**src/rtl/serial_capture_pkg.sv**
```systemverilog
// Shared definitions for the serial capture receiver and its rotate-left source.
// Holds the default word width, the bit-counter width helper and the FSM encoding.
// No ports; imported by the interface and the receiver.
package serial_capture_pkg;

  // Default word width, shared with the parallel-load / rotate-left source.
  localparam int DATA_WIDTH_DEFAULT = 8;

  // Width of a counter that must hold 0 .. width-1.
  function automatic int cnt_width(input int width);
    return (width > 1) ? $clog2(width) : 1;
  endfunction

  // FSM encoding, kept as plain constants for compatibility with older blocks.
  localparam logic [0:0] ST_IDLE  = 1'b0;
  localparam logic [0:0] ST_SHIFT = 1'b1;

endpackage

```
**src/rtl/serial_capture_if.sv**
```systemverilog
// Bundle between a serial source and the serial capture receiver.
// Ports: sin/start flow source->receiver; q/valid/busy/err flow receiver->observer.
// master modport = source/observer side, slave modport = receiver side.
interface serial_capture_if
  import serial_capture_pkg::*;
#(
  parameter int DATA_WIDTH = DATA_WIDTH_DEFAULT
);

  logic                  sin;
  logic                  start;
  logic [DATA_WIDTH-1:0] q;
  logic                  valid;
  logic                  busy;
  logic                  err;

  modport master (
    output sin,
    output start,
    input  q,
    input  valid,
    input  busy,
    input  err
  );

  modport slave (
    input  sin,
    input  start,
    output q,
    output valid,
    output busy,
    output err
  );

endinterface

```
**src/rtl/serial_capture.sv**
```systemverilog
// Serial-in parallel-out receiver: rebuilds an MSB-first word framed by a start strobe.
// Ports: clk, rst (async active-high), bus (slave): sin, start in; q, valid, busy, err out.
// Word completes on the (DATA_WIDTH-1)th edge after start; valid/err are one-cycle pulses.
module serial_capture
  import serial_capture_pkg::*;
#(
  parameter  int DATA_WIDTH = DATA_WIDTH_DEFAULT,
  localparam int CNT_WIDTH  = cnt_width(DATA_WIDTH)
) (
  input  logic            clk,
  input  logic            rst,
  serial_capture_if.slave bus
);

  localparam logic [CNT_WIDTH-1:0] LAST_BIT = CNT_WIDTH'(DATA_WIDTH - 1);

  logic [0:0]            state;
  logic [DATA_WIDTH-1:0] sreg;
  logic [CNT_WIDTH-1:0]  cnt;
  logic [DATA_WIDTH-1:0] q_r;
  logic                  valid_r;
  logic                  err_r;

  // First bit of a frame lands in the LSB; earlier bits are cleared.
  logic [DATA_WIDTH-1:0] first_bit;
  logic [DATA_WIDTH-1:0] shifted;

  assign first_bit = {{(DATA_WIDTH-1){1'b0}}, bus.sin};
  assign shifted   = {sreg[DATA_WIDTH-2:0], bus.sin};

  always_ff @(posedge clk or posedge rst) begin
    if (rst) begin
      state   <= ST_IDLE;
      sreg    <= '0;
      cnt     <= '0;
      q_r     <= '0;
      valid_r <= 1'b0;
      err_r   <= 1'b0;
    end else begin
      valid_r <= 1'b0;
      err_r   <= 1'b0;
      case (state)
        ST_IDLE: begin
          // sin is only looked at when a frame is being accepted.
          if (bus.start) begin
            sreg  <= first_bit;
            cnt   <= CNT_WIDTH'(1);
            state <= ST_SHIFT;
          end
        end
        ST_SHIFT: begin
          if (bus.start) begin
            // A new strobe mid-frame wins: drop the partial word and restart.
            err_r <= 1'b1;
            sreg  <= first_bit;
            cnt   <= CNT_WIDTH'(1);
          end else if (cnt == LAST_BIT) begin
            sreg    <= shifted;
            q_r     <= shifted;
            valid_r <= 1'b1;
            cnt     <= '0;
            state   <= ST_IDLE;
          end else begin
            sreg <= shifted;
            cnt  <= cnt + 1'b1;
          end
        end
        default: begin
          state <= ST_IDLE;
          cnt   <= '0;
        end
      endcase
    end
  end

  assign bus.q     = q_r;
  assign bus.valid = valid_r;
  assign bus.err   = err_r;
  assign bus.busy  = (state == ST_SHIFT);

endmodule

```
**src/flat_wrapper.sv**
```systemverilog
// flat-port wrapper written by rule: the top's interface ports become plain ports
module serial_capture_flat import serial_capture_pkg::*;
#(
  parameter  int DATA_WIDTH = DATA_WIDTH_DEFAULT,
  localparam int CNT_WIDTH  = cnt_width(DATA_WIDTH)
)
  (clk, rst, bus_sin, bus_start, bus_q, bus_valid, bus_busy, bus_err);
  serial_capture_if #(.DATA_WIDTH(DATA_WIDTH)) bus_i ();
  input  logic clk;
  input  logic rst;
  input wire logic [$bits(bus_i.sin)-1:0] bus_sin;
  input wire logic [$bits(bus_i.start)-1:0] bus_start;
  output wire logic [$bits(bus_i.q)-1:0] bus_q;
  output wire logic [$bits(bus_i.valid)-1:0] bus_valid;
  output wire logic [$bits(bus_i.busy)-1:0] bus_busy;
  output wire logic [$bits(bus_i.err)-1:0] bus_err;
  assign bus_i.sin = bus_sin;
  assign bus_i.start = bus_start;
  assign bus_q = bus_i.q;
  assign bus_valid = bus_i.valid;
  assign bus_busy = bus_i.busy;
  assign bus_err = bus_i.err;
  serial_capture #(.DATA_WIDTH(DATA_WIDTH)) u_core (.clk(clk), .rst(rst), .bus(bus_i));
endmodule
```
**config.mk**
```make
export PLATFORM = sky130hd
export DESIGN_NAME = serial_capture_flat
export DESIGN_NICKNAME = d
export VERILOG_FILES = /design/src/rtl/serial_capture_pkg.sv /design/src/rtl/serial_capture_if.sv /design/src/rtl/serial_capture.sv /design/src/flat_wrapper.sv
export SDC_FILE = /design/constraint.sdc
export NUM_CORES = 1
export LEC_CHECK = 0
export BUFFER_PORTS_ARGS = -buffer_cell sky130_fd_sc_hd__buf_4
export CORE_MARGIN = 1
export CORE_UTILIZATION = 47
export DETAILED_ROUTE_END_ITERATION = 8
export HOLD_SLACK_MARGIN = 0.12
export PLACE_DENSITY = 0.72
export SYNTH_ARGS = -nofsm -noshare
export SYNTH_HDL_FRONTEND = slang
export SYNTH_SLANG_ARGS = --single-unit
```
**constraint.sdc**
```tcl
create_clock -name clk -period 1.5 [get_ports clk]
set_input_delay 0 -clock clk [delete_from_list [all_inputs] [get_ports clk]]
set_output_delay 0 -clock clk [all_outputs]
set_load 0.02 [all_outputs]
```
== After elaboration in Yosys (flattened, before gate mapping) ==
Index checks and enable logic that the tools add are counted.

* Register bits after elaboration: 21
* Latch bits: 0
* Memory bits (writable): 0
* ROM bits: 0
* Output and inout port bits: 11
* Logic and storage cells: 27
* Memories kept: 0

* Add/sub/neg operators: 1
* Multipliers: 0
* Divide/modulo/power cells: 0
* Order comparisons: 0
* Equal/unequal tests: 2
* Shift-type cells: 0
* Muxes and demuxes: 15
* Bitwise logic cells: 2
* Reductions and logical operators: 1

{| class="wikitable"
|+ Operators with widths
! kind !! count
|-
| $mux W7 || 2
|-
| $pmux W7 S2 || 1
|-
| $mux W3 || 3
|-
| $mux W1 || 7
|-
| $pmux W3 S2 || 1
|-
| $add A3 B1 Y3 const B || 1
|-
| $eq A3 B3 Y1 const B || 1
|-
| $reduce_and A3 Y1 || 1
|-
| $ne A2 B2 Y1 const B || 1
|-
| $not A1 Y1 || 2
|-
| $pmux W1 S2 || 1
|}

== Longest topological paths before layout ==
Gate-level depths: netlist of the first run.

* Word-level depth: 4
* Gate-level depth with buffers: 4
* Gate-level depth less buffers: 4

== Least setup slack after synthesis of the first run ==
Ideal clock, no wire load.

* Path kind: reg-to-reg
* Start: reg u_core.cnt[0]
* End: reg u_core.q_r[0] (netlist: u_core.bus.q[0])
* Library setup time: 0.125 ns
* Arrival: 1.264 ns
* Data required time: 1.375 ns
* Slack: 0.112 ns
* Stages on the path, launching flop included: 5
* Path buffers: 0
* Period minus slack after synthesis: 1.388 ns
* Path through: dfrtp_1 -> ha_1 -> ha_1 -> nand3b_4 -> mux2_2

* Cells in the longest elaborated chain, start to end: 2

{| class="wikitable"
|+ RTL lines
! element !! RTL line !! text
|-
| from (decl) || serial_capture.sv:19 || <nowiki>logic [CNT_WIDTH-1:0] cnt;</nowiki>
|-
| from (signal assigned) || serial_capture.sv:65 || <nowiki>cnt <= cnt + 1'b1;</nowiki>
|-
| $eq A3 B3 Y1 || serial_capture.sv:57 || <nowiki>end else if (cnt == LAST_BIT) begin</nowiki>
|-
| $reduce_and A3 Y1 (no line) || - ||
|-
| to (signal assigned) || serial_capture.sv:59 || <nowiki>q_r <= shifted;</nowiki>
|-
| to (decl) || serial_capture.sv:20 || <nowiki>logic [DATA_WIDTH-1:0] q_r;</nowiki>
|}

No other way between the ends.
A chain may end at the register's enable or synchronous reset.

== Worst setup path after layout of the first run ==
* Start: reg u_core.cnt[0]
* End: reg u_core.q_r[5] (netlist: u_core.bus.q[5])

Same word-level chain as after synthesis.

==> impl_metrics.ini, run 1 <==
[status]
run_status = completed

[pwr]
internal-power_uw = 921
combinationalPowerShare_pct = 26.2
sw_frac_of_total_pct = 29.3
power_density_nw_per_um2 = 1250
peakVddDrop_mv = 0.889
clockPowerShare_pct = 20.3
power_switching_uw = 381
leakagePower_nw = 0.586
seq_power_share_pct = 53.6

[place]
post-place-cells = 98
buffer_ports.inserted = 14
placed_cell_area_um2 = 982
gp_congestion = 0.758

[timing]
maxSlewViolCount = 0
setup_tns_ns = 0
maxClockFrequency_mhz = 692
post-route-period-util_pct = 96.4
worst_slew_pin_slew_ns = 0.304
finClkSkew_ns = 0.00136
final_period_minus_worst_setup_slack_ns = 1.45
slew_headroom_pct = 79.8
finalSetupViolCount = 0
final-hold-violation-count = 0
grt_setup_unrepaired = no

[floorplan]
fp.coreArea_um2 = 1590
initial_core_util_pct = 53.1
x_dimension_of_the_die_um = 44.5
chipHeight_um = 44.5
floorplan.rows = 14
design.portCount = 15
total_die_area_um2 = 1980

[min_path]
min-delay-path-class = in2async

[synthesis]
synthesis.area_per_instance_um2 = 14.1
yosys.cell_types.count = 16
yosysSeqAreaShare_pct = 62.0
synth-seq-cells = 21
syn_inst = 60
post_synth_instance_area_um2 = 847
ys.warnings.count = 0
synthesis.nets = 66

[final_layout]
finalInstanceArea_um2 = 1040
n_fill_cell = 123
final_common_cell = sky130_fd_sc_hd__dfrtp_1
flow.area_growth_from_synthesis_pct = 23.0
final_core_util_pct = 65.4
instances_no_fill = 105
layout_common_cells = sky130_fd_sc_hd__dfrtp_1 (21), sky130_fd_sc_hd__buf_4 (16), sky130_fd_sc_hd__mux2_2 (9)
final_layout_size_suffix_gt1_share_pct = 38.3
nets = 88
antennaDiodeCount = 0

[worst_setup_path]
cp_cell_instances = ha_1 -> ha_2 -> nand3b_4 -> mux2_2
critical-path-top-delay-family = adder cells
arrival_time_at_the_worst_endpoint_ns = 1.64
critical_path_peak_fanout = 9
endpoint_kind = register
r2r.worst_path.cells = 4
worst_r2r_endpoint = u_core.bus.q[5]
critPathLaunchType = register
required_ns = 1.69
slowest_stage = sky130_fd_sc_hd__dfrtp_1
timing.critical_path.buf_inv = 0
critical_path.max_stage_delay_ns = 0.42
worst_reg2reg_path_startpoint = u_core.cnt[0]
worst-r2r-setup-slack_ns = 0.05
critPathKind = reg2reg

[detailed_routing]
overall_via_count_from_detail_route = 493
routed_wl_mm = 1.31
viasPerCell = 4.70
drt-initial-drc-count = 3
dr.pass1.iters = 2
avgRoutedWirePerCell_um = 12.5
drcViolationCount = 0
final_antenna_net_count = 0

[global_routing]
via_count_of_the_first_global_routing_pass = 497
grt_util_all_layers_pct = 15.8
antenna_found_initial = 0
grt_overflow_total = 0
largest_net_degree_at_the_start_of_global_routing = 22
grt_pass1_wl_mm = 2.22

[clock_network]
post_cts.repair.setup_buffers = 0
cts_tree = built
cts_inserted_buffers = 3
clock_sinks = 21
ctsRootBufferMaster = sky130_fd_sc_hd__clkbuf_4
cts-root-to-sink-buffers = 2
ctsHtreeMaxLevel = 1
path_clk_slew_ns = 0.11
worstSkewPairLatency_ns = 0.29

[run]
drv_cap = 0
[cells by family (layout without fill, tap and decap cells)]
logic type,Yosys count,in the layout,synth area share [%]
AND/OR/NAND/NOR,13,13,9.16
multiplexers,16,16,20.2
flip-flops,21,21,62.0
buffers and inverters,5,26,3.10
adder cells (fa/ha/maj),2,2,2.95
AO/OA/AOI/OAI,3,3,2.51
[worst min-delay path, stage by stage]
cell	delay, ns
sky130_fd_sc_hd__dlygate4sd3_1	0.54
sky130_fd_sc_hd__buf_4	0.13
sky130_fd_sc_hd__inv_1	0.05
sky130_fd_sc_hd__buf_4	0.27
[flip-flops by register name (all words and copies together), names as in the netlist]
register / flops
u_core.bus.q: 8
u_core.sreg: 7
u_core.bus.err: 1
u_core.cnt: 3
u_core.bus.busy: 1
u_core.bus.valid: 1
[worst max path at each step]
stage                             start              end  slack, ns  cells past startpoint
after CTS                 u_core.cnt[0]  u_core.bus.q[5]       0.05                      4
final                     u_core.cnt[0]  u_core.bus.q[5]       0.05                      4
after global routing      u_core.cnt[0]  u_core.bus.q[3]       0.01                      4
after detailed placement  u_core.cnt[0]  u_core.bus.q[4]       0.02                      4
after global placement    u_core.cnt[0]  u_core.bus.q[4]       0.07                      4
after floorplan           u_core.cnt[0]  u_core.bus.q[0]       0.11                      4
[cells in the mapped netlist]
cell type	number	area share, %
sky130_fd_sc_hd__mux2_2	9	12
sky130_fd_sc_hd__ha_1	2	3.0
sky130_fd_sc_hd__nand3b_4	1	2.4
sky130_fd_sc_hd__nor3b_1	1	0.89
sky130_fd_sc_hd__clkbuf_1	1	0.44
sky130_fd_sc_hd__a211o_1	1	1.0
sky130_fd_sc_hd__nand3b_1	1	0.89
sky130_fd_sc_hd__inv_1	3	1.3
sky130_fd_sc_hd__and2_1	1	0.74
sky130_fd_sc_hd__mux2i_1	7	8.3
sky130_fd_sc_hd__o21bai_1	1	0.89
sky130_fd_sc_hd__buf_6	1	1.3
sky130_fd_sc_hd__nor2_1	8	3.5
sky130_fd_sc_hd__a21oi_1	1	0.59
sky130_fd_sc_hd__nand2b_1	1	0.74
sky130_fd_sc_hd__dfrtp_1	21	62
[power groups by stage]
stage                     logic (mW)  registers (mW)  clock network, mW
after CTS                      0.346           0.699              0.272
after detailed placement       0.337           0.709                  0
after floorplan                0.137           0.775                  0
after global routing           0.374           0.706              0.290
final                          0.341           0.698              0.264
after global placement         0.327           0.708                  0
[cell type report]
| cell class | count | area [um2] | share of cell area, % |
|---|---|---|---|
| multi-input cells | 34 | 298 | 28.6 |
| well taps | 24 | 30.0 | 2.88 |
| inverters | 3 | 11.3 | 1.08 |
| flip-flops and latches | 21 | 526 | 50.4 |
| clock buffers | 3 | 22.5 | 2.16 |
| repair buffers | 19 | 150 | 14.4 |
| clock inverters | 1 | 5.00 | 0.480 |
[what timing repair did]
item	in CTS	in global routing
setup endpoints to repair	1	0
gates resized for setup	1	0
hold buffers	3	0
hold endpoints to repair	34	0
[per-layer routing]
metal	global-route usage (%)	part of all wire, %
met5	0	0
met4	7.27	0.69
met3	2.45	1.8
met2	24.4	50
met1	21.9	47
[through the flow]
step / total power [mW] / hold WS, ns / setup WS, ns
floorplan: 0.912 / -0.0235 / 0.112
global placement: 1.04 / 0.0477 / 0.0672
detailed placement: 1.05 / 0.0593 / 0.0196
CTS: 1.32 / 0.288 / 0.0454
global route: 1.37 / 0.333 / 0.0141
finish: 1.30 / 0.293 / 0.0546
No activity file was read; power rests on OpenSTA's default activity.
==> run 2: changes to the inputs <==
ABC_CLOCK_PERIOD_IN_PS = 1500   (was default)
CORE_UTILIZATION = 30   (was 47)
PLACE_DENSITY = default   (was 0.72)
SKIP_CTS_REPAIR_TIMING = 1   (was default)
==> run 2 against run 1 <==
Effect of this change:
- final cell count increased by 6.7%
- count of clock-buffer cells in the layout grew 1
- non-clock buffer count unchanged
- design area up 2.5%
- first-iteration DRC count is 130% higher
- combinational power is essentially flat
- flip-flop and latch count is the same
- via count is 8.1% higher
- power grew 1.2%
- hold slack got worse by 0.020 ns
- routed wire length up 10%
- critical path type unchanged
- critical endpoint is now u_core.bus.q[6]
- highest routed layer is now met3
==> impl_metrics.ini, run 2 (synthesis results as in run 1) <==
[status]
run_status = completed

[floorplan]
total_die_area_um2 = 3040
design.portCount = 15
fp.coreArea_um2 = 2570
x_dimension_of_the_die_um = 55.1
chipHeight_um = 55.1
initial_core_util_pct = 33.0
floorplan.rows = 18

[global_routing]
grt_pass1_wl_mm = 2.38
grt_util_all_layers_pct = 11.5
via_count_of_the_first_global_routing_pass = 510
largest_net_degree_at_the_start_of_global_routing = 22
grt_overflow_total = 0
antenna_found_initial = 0

[min_path]
min-delay-path-class = in2async

[worst_setup_path]
critical_path.max_stage_delay_ns = 0.42
required_ns = 1.70
arrival_time_at_the_worst_endpoint_ns = 1.64
critPathLaunchType = register
critical_path_peak_fanout = 5
worst_reg2reg_path_startpoint = u_core.cnt[0]
slowest_stage = sky130_fd_sc_hd__dfrtp_1
cp_cell_instances = ha_1 -> ha_2 -> nand3b_4 -> mux2_2
critPathKind = reg2reg
crit_path_start = u_core.cnt[0]
endpoint_kind = register

[final_layout]
final_common_cell = sky130_fd_sc_hd__dfrtp_1
layout_common_cells = sky130_fd_sc_hd__dfrtp_1 (21), sky130_fd_sc_hd__buf_4 (16), sky130_fd_sc_hd__mux2_2 (9)
n_fill_cell = 266
instances_no_fill = 112
largest_register_ffs = 8
flow.area_growth_from_synthesis_pct = 26.1
final_layout_size_suffix_gt1_share_pct = 37.8
multi_input_area_um2 = 318
antennaDiodeCount = 0
nets = 89
final-seq-area_um2 = 526

[pwr]
peakVddDrop_mv = 0.625
leakagePower_nw = 0.590
power.total_mw = 1.32
power_density_nw_per_um2 = 1230

[clock_network]
cts-root-to-sink-buffers = 2
worstSkewPairLatency_ns = 0.30
cts_inserted_buffers = 3
ctsRootBufferMaster = sky130_fd_sc_hd__clkbuf_4
path_clk_slew_ns = 0.12
cts_tree = built
clock_sinks = 21
ctsHtreeMaxLevel = 1

[detailed_routing]
drcViolationCount = 0
dr.pass1.iters = 4
drt-initial-drc-count = 7
avgRoutedWirePerCell_um = 12.9
viasPerCell = 4.76
final_antenna_net_count = 0
routed_wl_mm = 1.44
overall_via_count_from_detail_route = 533

[timing]
setup_tns_ns = 0
worst_case_hold_slack_ns = 0.274
maxClockFrequency_mhz = 691
finalSetupViolCount = 0
finClkSkew_ns = 0.00124
layout_setup_ws_ns = 0.0534
worst_slew_pin_slew_ns = 0.405
maxSlewViolCount = 0
slew_headroom_pct = 73.0
final_period_minus_worst_setup_slack_ns = 1.45
post-route-period-util_pct = 96.4
final-hold-violation-count = 0

[place]
pre_cts_slack_ns = 0.0108
post-place-cells = 104
gp_congestion = 0.717
buffer_ports.inserted = 14

[run]
drv_cap = 0
## run 2: cell count changes in the layout (fill, tap and decap cells not counted)
cell	before	now
sky130_fd_sc_hd__clkbuf_1	0	1
sky130_fd_sc_hd__clkinv_2	1	0
sky130_fd_sc_hd__nand3b_4	1	2
## run 2: path summary, 6_finish.rpt
path,end,slack [ns],cells past startpoint
max,u_core.bus.q[6],0.05,4
min,u_core.bus.q[6],0.27,4
max reg2reg,u_core.bus.q[6],0.05,4
min reg2reg,u_core.bus.q[7],0.52,1
max in group asynchronous,u_core.sreg[5],1.02,4
min in group clk,u_core.bus.q[0],0.49,3
## run 2: metrics by stage
step                cell area, um2  utilization (%)
CTS                           1020             39.6
global route                  1070             41.6
detailed placement             990             38.5
global placement               990             38.5
floorplan                      847                -
finish                        1070             41.6
## run 2: per-layer routing
layer / track usage [%] / part of all wire (%)
met3: 3.28 / 3.7
met4: 3.75 / 0
met1: 16.4 / 49
met5: 0 / 0
met2: 16.5 / 47
## run 2: layout make-up
class / count / share of cell area, %
inverter: 3 / 1.05
sequential: 21 / 49.2
clock buffer: 4 / 2.46
timing repair buffer: 19 / 14.1
tap: 30 / 3.51
multi-input combinational: 35 / 29.7
## run 2: worst max-delay path, delay by kind of cell, from the launching register on
| family | cells | cell delay, ns |
|---|---|---|
| fa+ha+maj | 2 | 0.45 |
| flops | 1 | 0.42 |
| mux | 1 | 0.35 |
| simple gates | 1 | 0.13 |
## run 2: where the power goes
part           leakage, nW  total, mW  switching [mW]  internal (mW)
Combinational        0.302      0.341           0.167          0.174
Clock               0.0150      0.276           0.172          0.103
Sequential           0.273      0.701          0.0521          0.649
==> run 3: changes to the inputs <==
PLACE_DENSITY = 0.56   (was default)
==> run 3 against run 2 <==
Effect of this change:
- clock power fell by 6%
- hold slack got worse by 0.0020 ns
- count of clock-buffer cells in the layout did not move
- die area stayed put
- utilization grew 0.68 points
- sequential share of layout area fell by 0.79 points
- register-to-register slack better by 0.03 ns
- clock skew rose by 0.010 ns
- via count down 4.1%
==> impl_metrics.ini, run 3 (synthesis results as in run 1) <==
[status]
run_status = completed

[worst_setup_path]
arrival_time_at_the_worst_endpoint_ns = 1.60
critPathLaunchType = register
endpoint_kind = register
cp-endpoint = u_core.bus.q[6]
crit_path_start = u_core.cnt[0]
r2r.worst_path.cells = 4
worst_reg2reg_path_startpoint = u_core.cnt[0]
required_ns = 1.68
worst_r2r_endpoint = u_core.bus.q[6]
worst-r2r-setup-slack_ns = 0.08
critical_path_peak_fanout = 5
critPathKind = reg2reg

[floorplan]
design.portCount = 15
chipHeight_um = 55.1
x_dimension_of_the_die_um = 55.1
initial_core_util_pct = 33.0
floorplan.rows = 18
total_die_area_um2 = 3040
fp.coreArea_um2 = 2570

[timing]
worst_slew_pin_slew_ns = 0.424
maxSlewViolCount = 0
finalSetupViolCount = 0
post-route-period-util_pct = 94.7
finClkSkew_ns = 0.0115
grt_setup_unrepaired = no
setup_tns_ns = 0
maxClockFrequency_mhz = 704
final-hold-violation-count = 0
final_period_minus_worst_setup_slack_ns = 1.42
worst_case_hold_slack_ns = 0.272
slew_headroom_pct = 71.7

[global_routing]
grt_util_all_layers_pct = 10.7
via_count_of_the_first_global_routing_pass = 474
grt_pass1_wl_mm = 2.21
grt_overflow_total = 0
largest_net_degree_at_the_start_of_global_routing = 22
antenna_found_initial = 0

[detailed_routing]
overall_via_count_from_detail_route = 511
routed_wl_mm = 1.44
avgRoutedWirePerCell_um = 12.7
viasPerCell = 4.52
final_antenna_net_count = 0
drcViolationCount = 0
drt-initial-drc-count = 1
dr.pass1.iters = 3

[pwr]
power.total_mw = 1.33
sw_frac_of_total_pct = 29.1
power_switching_uw = 387
internal-power_uw = 940
peakVddDrop_mv = 0.713
power_density_nw_per_um2 = 1220
combinationalPowerShare_pct = 27.1
seq_power_share_pct = 53.3
clockPowerShare_pct = 19.6
leakagePower_nw = 0.595

[place]
gp_congestion = 0.707
detailedPlacementHpwl_um = 982
buffer_ports.inserted = 14

[clock_network]
ctsHtreeMaxLevel = 1
ctsRootBufferMaster = sky130_fd_sc_hd__clkbuf_4
path_clk_slew_ns = 0.12
cts-root-to-sink-buffers = 2
worstSkewPairLatency_ns = 0.29
cts_tree = built
clock_sinks = 21
cts_inserted_buffers = 3

[final_layout]
antennaDiodeCount = 0
final_layout_size_suffix_gt1_share_pct = 38.6
flow.area_growth_from_synthesis_pct = 28.2
largest_register_ffs = 8
layout_common_cells = sky130_fd_sc_hd__dfrtp_1 (21), sky130_fd_sc_hd__buf_4 (17), sky130_fd_sc_hd__mux2_2 (9)
nets = 90
final_common_cell = sky130_fd_sc_hd__dfrtp_1

[min_path]
min-delay-path-class = in2async

[run]
drv_cap = 0
## run 3: per-layer routing
metal	part of all wire, %	track usage [%]
met5	0	0
met4	1.3	6.25
met3	2.2	1.64
met2	52	16.9
met1	45	13.8
## run 3: power by group through the flow
stage                     clock network [mW]  logic, mW  registers [mW]
after floorplan                            0      0.137           0.775
after global placement                     0      0.329           0.711
after detailed placement                   0      0.331           0.714
after CTS                              0.270      0.331           0.703
after global routing                   0.294      0.392           0.719
final                                  0.260      0.359           0.708
## run 3: worst min path at each step
stage,startpoint,to,depth (start not counted)
global route,rst,u_core.sreg[5],4
finish,rst,u_core.sreg[5],4
floorplan,rst,u_core.bus.busy,1
CTS,rst,u_core.sreg[3],3
detailed placement,rst,u_core.cnt[1],3
global placement,rst,u_core.bus.err,3
## run 3: area by class of cell
type / count / area, um2
multi-input combinational: 35 / 328
tap: 30 / 37.5
fill: 252 / 1480
inverter: 3 / 11.3
clock buffer: 4 / 26.3
sequential: 21 / 526
timing repair buffer: 20 / 158
## run 3: worst max-delay path, stage by stage, from the launching register on
cell and delay, ns:
sky130_fd_sc_hd__dfrtp_1 0.42, sky130_fd_sc_hd__ha_1 0.23, sky130_fd_sc_hd__ha_4 0.20, sky130_fd_sc_hd__nand3b_4 0.12
sky130_fd_sc_hd__mux2_2 0.34
## run 3: metrics by stage
stage | cells | instance area (um2) | setup WS [ns] | util, %
after floorplan | 60 | 847 | 0.112 | -
after global placement | 104 | 990 | 0.0635 | 38.5
after detailed placement | 104 | 990 | 0.0103 | 38.5
after CTS | 108 | 1020 | -0.0184 | 39.6
after global routing | 113 | 1090 | 0.0364 | 42.3
final | 113 | 1090 | 0.0792 | 42.3
